<file path="config.mk">
export PLATFORM = sky130hd
export DESIGN_NAME = id_hazard_ctrl_flat
export DESIGN_NICKNAME = d
export VERILOG_FILES = /design/src/rtl/id_hazard_ctrl_if.sv /design/src/rtl/id_hazard_ctrl.sv /design/src/flat_wrapper.sv
export SDC_FILE = /design/constraint.sdc
export NUM_CORES = 1
export LEC_CHECK = 0
export BUFFER_PORTS_ARGS = -buffer_cell sky130_fd_sc_hd__buf_2
export CORE_MARGIN = 3
export CORE_UTILIZATION = 25
export CTS_BUF_LIST = sky130_fd_sc_hd__clkbuf_8
export DETAILED_ROUTE_END_ITERATION = 6
export PLACE_DENSITY_LB_ADDON = 0.08
export RECOVER_POWER = 25
export SLEW_MARGIN = 20
export SYNTH_ARGS = -nofsm -noshare
export SYNTH_HDL_FRONTEND = slang
export SYNTH_SLANG_ARGS = --single-unit
export TNS_END_PERCENT = 50
</file>
<file path="constraint.sdc">
create_clock -name clk -period 3.3 [get_ports clk]
set_input_delay 0.66 -clock clk [delete_from_list [all_inputs] [get_ports clk]]
set_output_delay 0.66 -clock clk [all_outputs]
set_load 0.02 [all_outputs]
</file>
<file path="src/rtl/id_hazard_ctrl_if.sv">
// ---------------------------------------------------------------------------
// id_hazard_ctrl_if
// Groups the ID/EXE/MEM status signals seen by the hazard controller and the
// freeze/flush/monitor signals it returns.
//   master : pipeline side (drives register ids, enables, memory handshake)
//   slave  : id_hazard_ctrl (drives freeze/flush controls, flags, counters)
// Parameters:
//   REG_FILE_ADDR_LEN : register address width
//   CNT_W             : width of the performance counters
// ---------------------------------------------------------------------------
interface id_hazard_ctrl_if #(
   parameter int unsigned REG_FILE_ADDR_LEN = 5,
   parameter int unsigned CNT_W             = 16
);

   // ID stage
   logic [REG_FILE_ADDR_LEN-1:0] src1;
   logic [REG_FILE_ADDR_LEN-1:0] src2;
   logic                         is_imm;
   logic                         st_or_bne;
   logic                         br_taken;

   // EXE stage
   logic [REG_FILE_ADDR_LEN-1:0] exe_dest;
   logic                         exe_wb_en;
   logic                         exe_mem_r_en;

   // MEM stage and data-memory handshake
   logic [REG_FILE_ADDR_LEN-1:0] mem_dest;
   logic                         mem_wb_en;
   logic                         mem_req;
   logic                         mem_ready;

   // Controller results
   logic                         hazard_detected;
   logic                         pc_freeze;
   logic                         ifid_freeze;
   logic                         ifid_flush;
   logic                         back_freeze;
   logic                         mem_timeout;
   logic [CNT_W-1:0]             stall_cnt;
   logic [CNT_W-1:0]             flush_cnt;

   modport master (
      output src1, src2, is_imm, st_or_bne, br_taken,
      output exe_dest, exe_wb_en, exe_mem_r_en,
      output mem_dest, mem_wb_en, mem_req, mem_ready,
      input  hazard_detected, pc_freeze, ifid_freeze, ifid_flush, back_freeze,
      input  mem_timeout, stall_cnt, flush_cnt
   );

   modport slave (
      input  src1, src2, is_imm, st_or_bne, br_taken,
      input  exe_dest, exe_wb_en, exe_mem_r_en,
      input  mem_dest, mem_wb_en, mem_req, mem_ready,
      output hazard_detected, pc_freeze, ifid_freeze, ifid_flush, back_freeze,
      output mem_timeout, stall_cnt, flush_cnt
   );

endinterface

</file>
<file path="src/rtl/id_hazard_ctrl.sv">
// ---------------------------------------------------------------------------
// id_hazard_ctrl
// Pipeline sequencing controller beside the ID stage. Every cycle it decides
// whether the front end advances, stalls on a read-after-write hazard, stalls
// the whole pipe for an outstanding data-memory access, or flushes IF/ID on
// a taken branch. Keeps saturating stall/flush counters and a sticky memory
// timeout flag.
//
// Ports:
//   clk  : clock, all state updates on rising edge
//   rst  : synchronous active-high reset
//   bus  : id_hazard_ctrl_if.slave (ID/EXE/MEM status in, controls out)
//          hazard_detected, pc_freeze, ifid_freeze, ifid_flush, back_freeze
//          are combinational from inputs and state; mem_timeout, stall_cnt,
//          flush_cnt are registered.
// Parameters:
//   REG_FILE_ADDR_LEN : register address width (must match bus)
//   MAX_WAIT          : memory-wait cycles before mem_timeout (>= 2)
//   CNT_W             : performance counter width (must match bus)
// Build option:
//   ID_HAZARD_FORWARDING_EN : forwarding unit present, only load-use stalls.
//                             Undefined: any EXE/MEM producer stalls.
// The datapath width does not affect this block.
// ---------------------------------------------------------------------------
module id_hazard_ctrl #(
   parameter int unsigned REG_FILE_ADDR_LEN = 5,
   parameter int unsigned MAX_WAIT          = 64,
   parameter int unsigned CNT_W             = 16
) (
   input  logic            clk,
   input  logic            rst,
   id_hazard_ctrl_if.slave bus
);

   localparam int unsigned WCNT_W = (MAX_WAIT > 2) ? $clog2(MAX_WAIT) : 1;
   localparam logic [WCNT_W-1:0] WCNT_LAST = WCNT_W'(MAX_WAIT - 1);
   // wcnt value in the cycle whose update makes it reach MAX_WAIT-1
   localparam logic [WCNT_W-1:0] WCNT_TRIP = WCNT_W'(MAX_WAIT - 2);
   localparam logic [REG_FILE_ADDR_LEN-1:0] REG_ZERO = '0;

   typedef enum logic {
      ST_RUN      = 1'b0,
      ST_MEM_WAIT = 1'b1
   } state_t;

   state_t              state;
   state_t              state_nxt;
   logic [WCNT_W-1:0]   wcnt;
   logic                mem_timeout_q;
   logic [CNT_W-1:0]    stall_cnt_q;
   logic [CNT_W-1:0]    flush_cnt_q;

   logic                use1;
   logic                use2;
   logic                raw;

   logic                hazard_c;
   logic                pc_freeze_c;
   logic                ifid_freeze_c;
   logic                ifid_flush_c;
   logic                back_freeze_c;

   // Which ID sources are actually read; register 0 never creates a hazard.
   assign use1 = (bus.src1 != REG_ZERO);
   assign use2 = (bus.src2 != REG_ZERO) && (!bus.is_imm || bus.st_or_bne);

`ifdef ID_HAZARD_FORWARDING_EN
   logic m_exe1;
   logic m_exe2;

   // Forwarding covers ALU results; only a load in EXE must stall one cycle.
   assign m_exe1 = bus.exe_wb_en && (bus.exe_dest == bus.src1);
   assign m_exe2 = bus.exe_wb_en && (bus.exe_dest == bus.src2);
   assign raw    = bus.exe_mem_r_en && ((use1 && m_exe1) || (use2 && m_exe2));
`else
   logic m_exe1;
   logic m_exe2;
   logic m_mem1;
   logic m_mem2;

   // No forwarding: any pending writer in EXE or MEM blocks the reader.
   assign m_exe1 = bus.exe_wb_en && (bus.exe_dest == bus.src1);
   assign m_exe2 = bus.exe_wb_en && (bus.exe_dest == bus.src2);
   assign m_mem1 = bus.mem_wb_en && (bus.mem_dest == bus.src1);
   assign m_mem2 = bus.mem_wb_en && (bus.mem_dest == bus.src2);
   assign raw    = (use1 && (m_exe1 || m_mem1)) || (use2 && (m_exe2 || m_mem2));
`endif

   // Next state and control decode; priority is memory wait > RAW > branch.
   always_comb begin
      state_nxt     = state;
      hazard_c      = 1'b0;
      pc_freeze_c   = 1'b0;
      ifid_freeze_c = 1'b0;
      ifid_flush_c  = 1'b0;
      back_freeze_c = 1'b0;
      case (state)
         ST_RUN: begin
            if (bus.mem_req && !bus.mem_ready) begin
               state_nxt     = ST_MEM_WAIT;
               pc_freeze_c   = 1'b1;
               ifid_freeze_c = 1'b1;
               back_freeze_c = 1'b1;
            end else if (raw) begin
               // back end keeps moving so the bubble enters EXE
               hazard_c      = 1'b1;
               pc_freeze_c   = 1'b1;
               ifid_freeze_c = 1'b1;
            end else if (bus.br_taken) begin
               ifid_flush_c  = 1'b1;
            end
         end
         ST_MEM_WAIT: begin
            // completion cycle releases the pipe; branches are re-presented
            // by ID afterwards, so no flush here
            if (bus.mem_ready) begin
               state_nxt     = ST_RUN;
            end else begin
               pc_freeze_c   = 1'b1;
               ifid_freeze_c = 1'b1;
               back_freeze_c = 1'b1;
            end
         end
         default: begin
            state_nxt = ST_RUN;
         end
      endcase
   end

   // State, wait counter, sticky timeout and saturating performance counters.
   always_ff @(posedge clk) begin
      if (rst) begin
         state         <= ST_RUN;
         wcnt          <= '0;
         mem_timeout_q <= 1'b0;
         stall_cnt_q   <= '0;
         flush_cnt_q   <= '0;
      end else begin
         state <= state_nxt;

         if ((state == ST_MEM_WAIT) && !bus.mem_ready) begin
            if (wcnt != WCNT_LAST) begin
               wcnt <= wcnt + WCNT_W'(1);
            end
            if (wcnt == WCNT_TRIP) begin
               mem_timeout_q <= 1'b1;
            end
         end else begin
            wcnt <= '0;
         end

         if (pc_freeze_c && (stall_cnt_q != {CNT_W{1'b1}})) begin
            stall_cnt_q <= stall_cnt_q + CNT_W'(1);
         end
         if (ifid_flush_c && (flush_cnt_q != {CNT_W{1'b1}})) begin
            flush_cnt_q <= flush_cnt_q + CNT_W'(1);
         end
      end
   end

   assign bus.hazard_detected = hazard_c;
   assign bus.pc_freeze       = pc_freeze_c;
   assign bus.ifid_freeze     = ifid_freeze_c;
   assign bus.ifid_flush      = ifid_flush_c;
   assign bus.back_freeze     = back_freeze_c;
   assign bus.mem_timeout     = mem_timeout_q;
   assign bus.stall_cnt       = stall_cnt_q;
   assign bus.flush_cnt       = flush_cnt_q;

endmodule

</file>
<file path="src/flat_wrapper.sv">
// flat-port wrapper written by rule: the top's interface ports become plain ports
module id_hazard_ctrl_flat 
#(
   parameter int unsigned REG_FILE_ADDR_LEN = 5,
   parameter int unsigned MAX_WAIT          = 64,
   parameter int unsigned CNT_W             = 16
)
  (clk, rst, bus_src1, bus_src2, bus_is_imm, bus_st_or_bne, bus_br_taken, bus_exe_dest, bus_exe_wb_en, bus_exe_mem_r_en, bus_mem_dest, bus_mem_wb_en, bus_mem_req, bus_mem_ready, bus_hazard_detected, bus_pc_freeze, bus_ifid_freeze, bus_ifid_flush, bus_back_freeze, bus_mem_timeout, bus_stall_cnt, bus_flush_cnt);
  id_hazard_ctrl_if #(.REG_FILE_ADDR_LEN(REG_FILE_ADDR_LEN), .CNT_W(CNT_W)) bus_i ();
  input  logic clk;
  input  logic rst;
  input wire logic [$bits(bus_i.src1)-1:0] bus_src1;
  input wire logic [$bits(bus_i.src2)-1:0] bus_src2;
  input wire logic [$bits(bus_i.is_imm)-1:0] bus_is_imm;
  input wire logic [$bits(bus_i.st_or_bne)-1:0] bus_st_or_bne;
  input wire logic [$bits(bus_i.br_taken)-1:0] bus_br_taken;
  input wire logic [$bits(bus_i.exe_dest)-1:0] bus_exe_dest;
  input wire logic [$bits(bus_i.exe_wb_en)-1:0] bus_exe_wb_en;
  input wire logic [$bits(bus_i.exe_mem_r_en)-1:0] bus_exe_mem_r_en;
  input wire logic [$bits(bus_i.mem_dest)-1:0] bus_mem_dest;
  input wire logic [$bits(bus_i.mem_wb_en)-1:0] bus_mem_wb_en;
  input wire logic [$bits(bus_i.mem_req)-1:0] bus_mem_req;
  input wire logic [$bits(bus_i.mem_ready)-1:0] bus_mem_ready;
  output wire logic [$bits(bus_i.hazard_detected)-1:0] bus_hazard_detected;
  output wire logic [$bits(bus_i.pc_freeze)-1:0] bus_pc_freeze;
  output wire logic [$bits(bus_i.ifid_freeze)-1:0] bus_ifid_freeze;
  output wire logic [$bits(bus_i.ifid_flush)-1:0] bus_ifid_flush;
  output wire logic [$bits(bus_i.back_freeze)-1:0] bus_back_freeze;
  output wire logic [$bits(bus_i.mem_timeout)-1:0] bus_mem_timeout;
  output wire logic [$bits(bus_i.stall_cnt)-1:0] bus_stall_cnt;
  output wire logic [$bits(bus_i.flush_cnt)-1:0] bus_flush_cnt;
  assign bus_i.src1 = bus_src1;
  assign bus_i.src2 = bus_src2;
  assign bus_i.is_imm = bus_is_imm;
  assign bus_i.st_or_bne = bus_st_or_bne;
  assign bus_i.br_taken = bus_br_taken;
  assign bus_i.exe_dest = bus_exe_dest;
  assign bus_i.exe_wb_en = bus_exe_wb_en;
  assign bus_i.exe_mem_r_en = bus_exe_mem_r_en;
  assign bus_i.mem_dest = bus_mem_dest;
  assign bus_i.mem_wb_en = bus_mem_wb_en;
  assign bus_i.mem_req = bus_mem_req;
  assign bus_i.mem_ready = bus_mem_ready;
  assign bus_hazard_detected = bus_i.hazard_detected;
  assign bus_pc_freeze = bus_i.pc_freeze;
  assign bus_ifid_freeze = bus_i.ifid_freeze;
  assign bus_ifid_flush = bus_i.ifid_flush;
  assign bus_back_freeze = bus_i.back_freeze;
  assign bus_mem_timeout = bus_i.mem_timeout;
  assign bus_stall_cnt = bus_i.stall_cnt;
  assign bus_flush_cnt = bus_i.flush_cnt;
  id_hazard_ctrl #(.REG_FILE_ADDR_LEN(REG_FILE_ADDR_LEN), .MAX_WAIT(MAX_WAIT), .CNT_W(CNT_W)) u_core (.clk(clk), .rst(rst), .bus(bus_i));
endmodule
</file>
==> results.json <==
{
  "run_status": "finished, violations left",
  "violations": "capacitance limit, slew limit",
  "cts.sink_count": 40,
  "n_antenna_cell": 0,
  "final-max-slew-violation-count": 43,
  "cap_viol_max_count": 1,
  "detail_route.iter0.violations": 74,
  "pin_count_of_the_biggest_net_entering_global_routing": 43,
  "ir_drop_uv": 245,
  "area_overhead_of_the_layout_relative_to_synthesis_pct": 24.3,
  "max_freq_mhz": 337,
  "cts.reportedPaths.clkPinSlew_ns": 0.08,
  "synth_sequential_area_ratio_pct": 36.3,
  "antenna_found_initial": 0,
  "clock_tree.htree_level_count": 2,
  "cpLargestDelayFamily": "compound AO/OA/AOI/OAI gates",
  "synth_edf_count": 0,
  "cp-end-kind": "primary output",
  "die_x_um": 99.9,
  "totalNegativeSetupSlack_ns": 0,
  "netlist_area_mm2": 0.00220,
  "critical_path_peak_fanout": 9,
  "power_density_mw_per_mm2": 353,
  "syn-num-nets": 301,
  "crit_slowest_cell": "sky130_fd_sc_hd__o22ai_2",
  "synthFlopType": "sky130_fd_sc_hd__dfxtp_1",
  "cts_buf_count": 5,
  "post_synth.cell_area_avg_um2": 8.26,
  "dp_hpwl_um": 4340,
  "finalCriticalPeriod_ns": 2.97,
  "hold_ws_ns": 0.490,
  "fp.dieH_um": 99.9,
  "clk_root_buffer_cell": "sky130_fd_sc_hd__clkbuf_8",
  "worstPathCellList": "buf_2 -> xor2_1 -> nor4_1 -> a32oi_1 -> o22ai_2 -> a21o_1 -> buf_2",
  "number_of_vias_per_cell": 4.73,
  "cts_hold_repair.buffers": 0,
  "ys_seq_elements": 40,
  "async_reset_ff_share_pct": 0,
  "post-route-period-util_pct": 89.9,
  "wirelength_um": 5780,
  "tritoncts": "done",
  "place.gp.congestion": 0.700,
  "clock_latency_at_the_later_pin_of_the_worst_skew_pair_ns": 0.29,
  "wl_per_cell_um": 13.0,
  "drtAntennaViolNets": 0,
  "worst_clock_skew_ns": 0.00548,
  "dpl-instance-area_mm2": 0.00267,
  "rsz_0062_raised_after_global_routing": "false",
  "slew_headroom_pct": -20.6,
  "synthCells": 267,
  "timing.critical_path.arrival_ns": 2.31,
  "timing.critical_path.required_ns": 2.64,
  "timing.critical_path.buf_inv": 2,
  "dr_total_vias": 2097,
  "first_global_vias": 2034,
  "n_fill_cell": 955,
  "io_pins": 68,
  "netlist-cell-type-count": 42,
  "hold_path.class": "register to register",
  "grt_use_total_pct": 11.6,
  "grt_overflow_total": 0,
  "hold_viol_final": 0,
  "fraction_of_layout_cells_with_a_size_suffix_above_1_pct": 21.9,
  "post_route_cell_area_mm2": 0.00274,
  "clockBufferDepth": 2,
  "worst_path_largest_cell_delay_ns": 0.45,
  "timing_worst_slew_pin_value_ns": 1.81,
  "core_mm2": 0.00838,
  "floorplan.die_area_mm2": 0.00998,
  "start_kind": "primary input",
  "critical_path.most_common_cell": "sky130_fd_sc_hd__buf_2",
  "finish.net_count": 371,
  "port_buffers": 66,
  "finalSetupViolCount": 0,
  "post_cts_resized": 0,
  "synth.yosys.warnings": 0,
  "post_cts.repair.setup_buffers": 0,
  "p_leak_uw": 0.00107,
  "grt_first_pass_wirelength_um": 9590,
  "route.detailed.drc": 0,
  "critical_setup_path_kind": "primary input to primary output",
  "initial_core_util_pct": 26.3,
  "dr.pass1.iters": 4,
  "number_of_rows_in_the_core_area": 33
}
-- power breakdown --
group | leakage, uW | switching (uW) | total (uW) | internal [uW]
registers | 0.000323 | 8.75 | 497 | 488
logic | 0.000696 | 75.7 | 128 | 51.9
clock network | 0.0000510 | 177 | 344 | 167
total | 0.00107 | 262 | 969 | 708
-- routing by layer --
layer	share of wire (%)	global-route usage, %	up-vias
met2	46	19.3	42
met1	48	15.2	954
met3	5.3	2.85	4
met4	0.66	2.84	0
met5	0	0	-
li1	-	-	1097
-- state kept, by name, indices dropped and copies added (netlist names) --
| register | cells |
|---|---|
| u_core.bus.flush_cnt | 16 |
| u_core.bus.mem_timeout | 1 |
| u_core.bus.stall_cnt | 16 |
| u_core.state | 1 |
| u_core.wcnt | 6 |
-- synthesized netlist by cell type (4+ instances only) --
cell type                   n  share of area (%)
sky130_fd_sc_hd__o21ai_0   11                2.5
sky130_fd_sc_hd__nand2_1   16                2.7
sky130_fd_sc_hd__or4_1      4                1.4
sky130_fd_sc_hd__or3_1     10                2.8
sky130_fd_sc_hd__inv_1      6                1.0
sky130_fd_sc_hd__nor2_1    32                5.4
sky130_fd_sc_hd__xnor2_1   12                4.8
sky130_fd_sc_hd__a21oi_1   19                4.3
sky130_fd_sc_hd__and3_1     6                1.7
sky130_fd_sc_hd__nor4_1     6                1.7
sky130_fd_sc_hd__clkbuf_1   5               0.85
sky130_fd_sc_hd__ha_1       4                2.3
sky130_fd_sc_hd__xor2_1    20                7.9
sky130_fd_sc_hd__nand3_1   17                3.9
sky130_fd_sc_hd__nor3_1    12                2.7
sky130_fd_sc_hd__dfxtp_1   40                 36
sky130_fd_sc_hd__nor2b_1    4                1.1
sky130_fd_sc_hd__nand4_1    5                1.4
-- cell type report --
cell class	count	area, um^2	area share [%]
well taps	105	131	4.79
clock inverters	2	10.0	0.365
repair buffers	71	348	12.7
flip-flops and latches	40	801	29.2
clock buffers	6	82.6	3.01
multi-input cells	213	1350	49.1
inverters	6	22.5	0.822
-- layout by cell type, fill, tap and decap left out, types with 12 or more instances in the layout --
master	count
sky130_fd_sc_hd__nor3_1	12
sky130_fd_sc_hd__xnor2_1	12
sky130_fd_sc_hd__nor2_1	32
sky130_fd_sc_hd__nand2_1	16
sky130_fd_sc_hd__buf_2	50
sky130_fd_sc_hd__dfxtp_1	40
sky130_fd_sc_hd__clkbuf_1	16
sky130_fd_sc_hd__a21oi_1	19
sky130_fd_sc_hd__xor2_1	20
sky130_fd_sc_hd__nand3_1	17
-- worst reg2reg max path, cell delays in order (launching register included) --
cell	delay, ns
sky130_fd_sc_hd__dfxtp_1	0.43
sky130_fd_sc_hd__and3_1	0.25
sky130_fd_sc_hd__and3_1	0.24
sky130_fd_sc_hd__nand2_1	0.10
sky130_fd_sc_hd__o311ai_2	0.65
sky130_fd_sc_hd__nor3_1	0.22
sky130_fd_sc_hd__nand3_1	0.15
sky130_fd_sc_hd__mux2_2	0.33
-- stage by stage --
step,cells,utilization (%),worst slack [ns],total power [uW]
after floorplan,267,-,0.415,583
after global placement,435,31.8,0.274,639
after detailed placement,435,31.8,0.279,639
after CTS,443,32.9,0.277,991
after global routing,443,32.7,0.207,1030
final,443,32.7,0.333,969
-- cells by family (layout without fill, tap and decap cells) --
logic type | count (synthesis) | after routing | share of synthesized area (%)
multiplexers | 6 | 6 | 2.95
buffers and inverters | 14 | 85 | 2.61
AO/OA/AOI/OAI | 48 | 48 | 14.1
AND/OR/NAND/NOR | 123 | 123 | 29.1
flip-flops | 40 | 40 | 36.3
XOR/XNOR | 32 | 32 | 12.7
adder cells (fa/ha/maj) | 4 | 4 | 2.27
-- final timing paths --
check / startpoint / endpoint / depth (start not counted) / slack, ns
min: u_core.bus.mem_timeout / u_core.bus.mem_timeout / 2 / 0.49
max: bus_src1[0] / bus_ifid_freeze / 7 / 0.33
min reg2reg: u_core.bus.mem_timeout / u_core.bus.mem_timeout / 2 / 0.49
max reg2reg: u_core.bus.flush_cnt[6] / u_core.bus.flush_cnt[14] / 7 / 0.83
(Power assumes the default switching activity.)
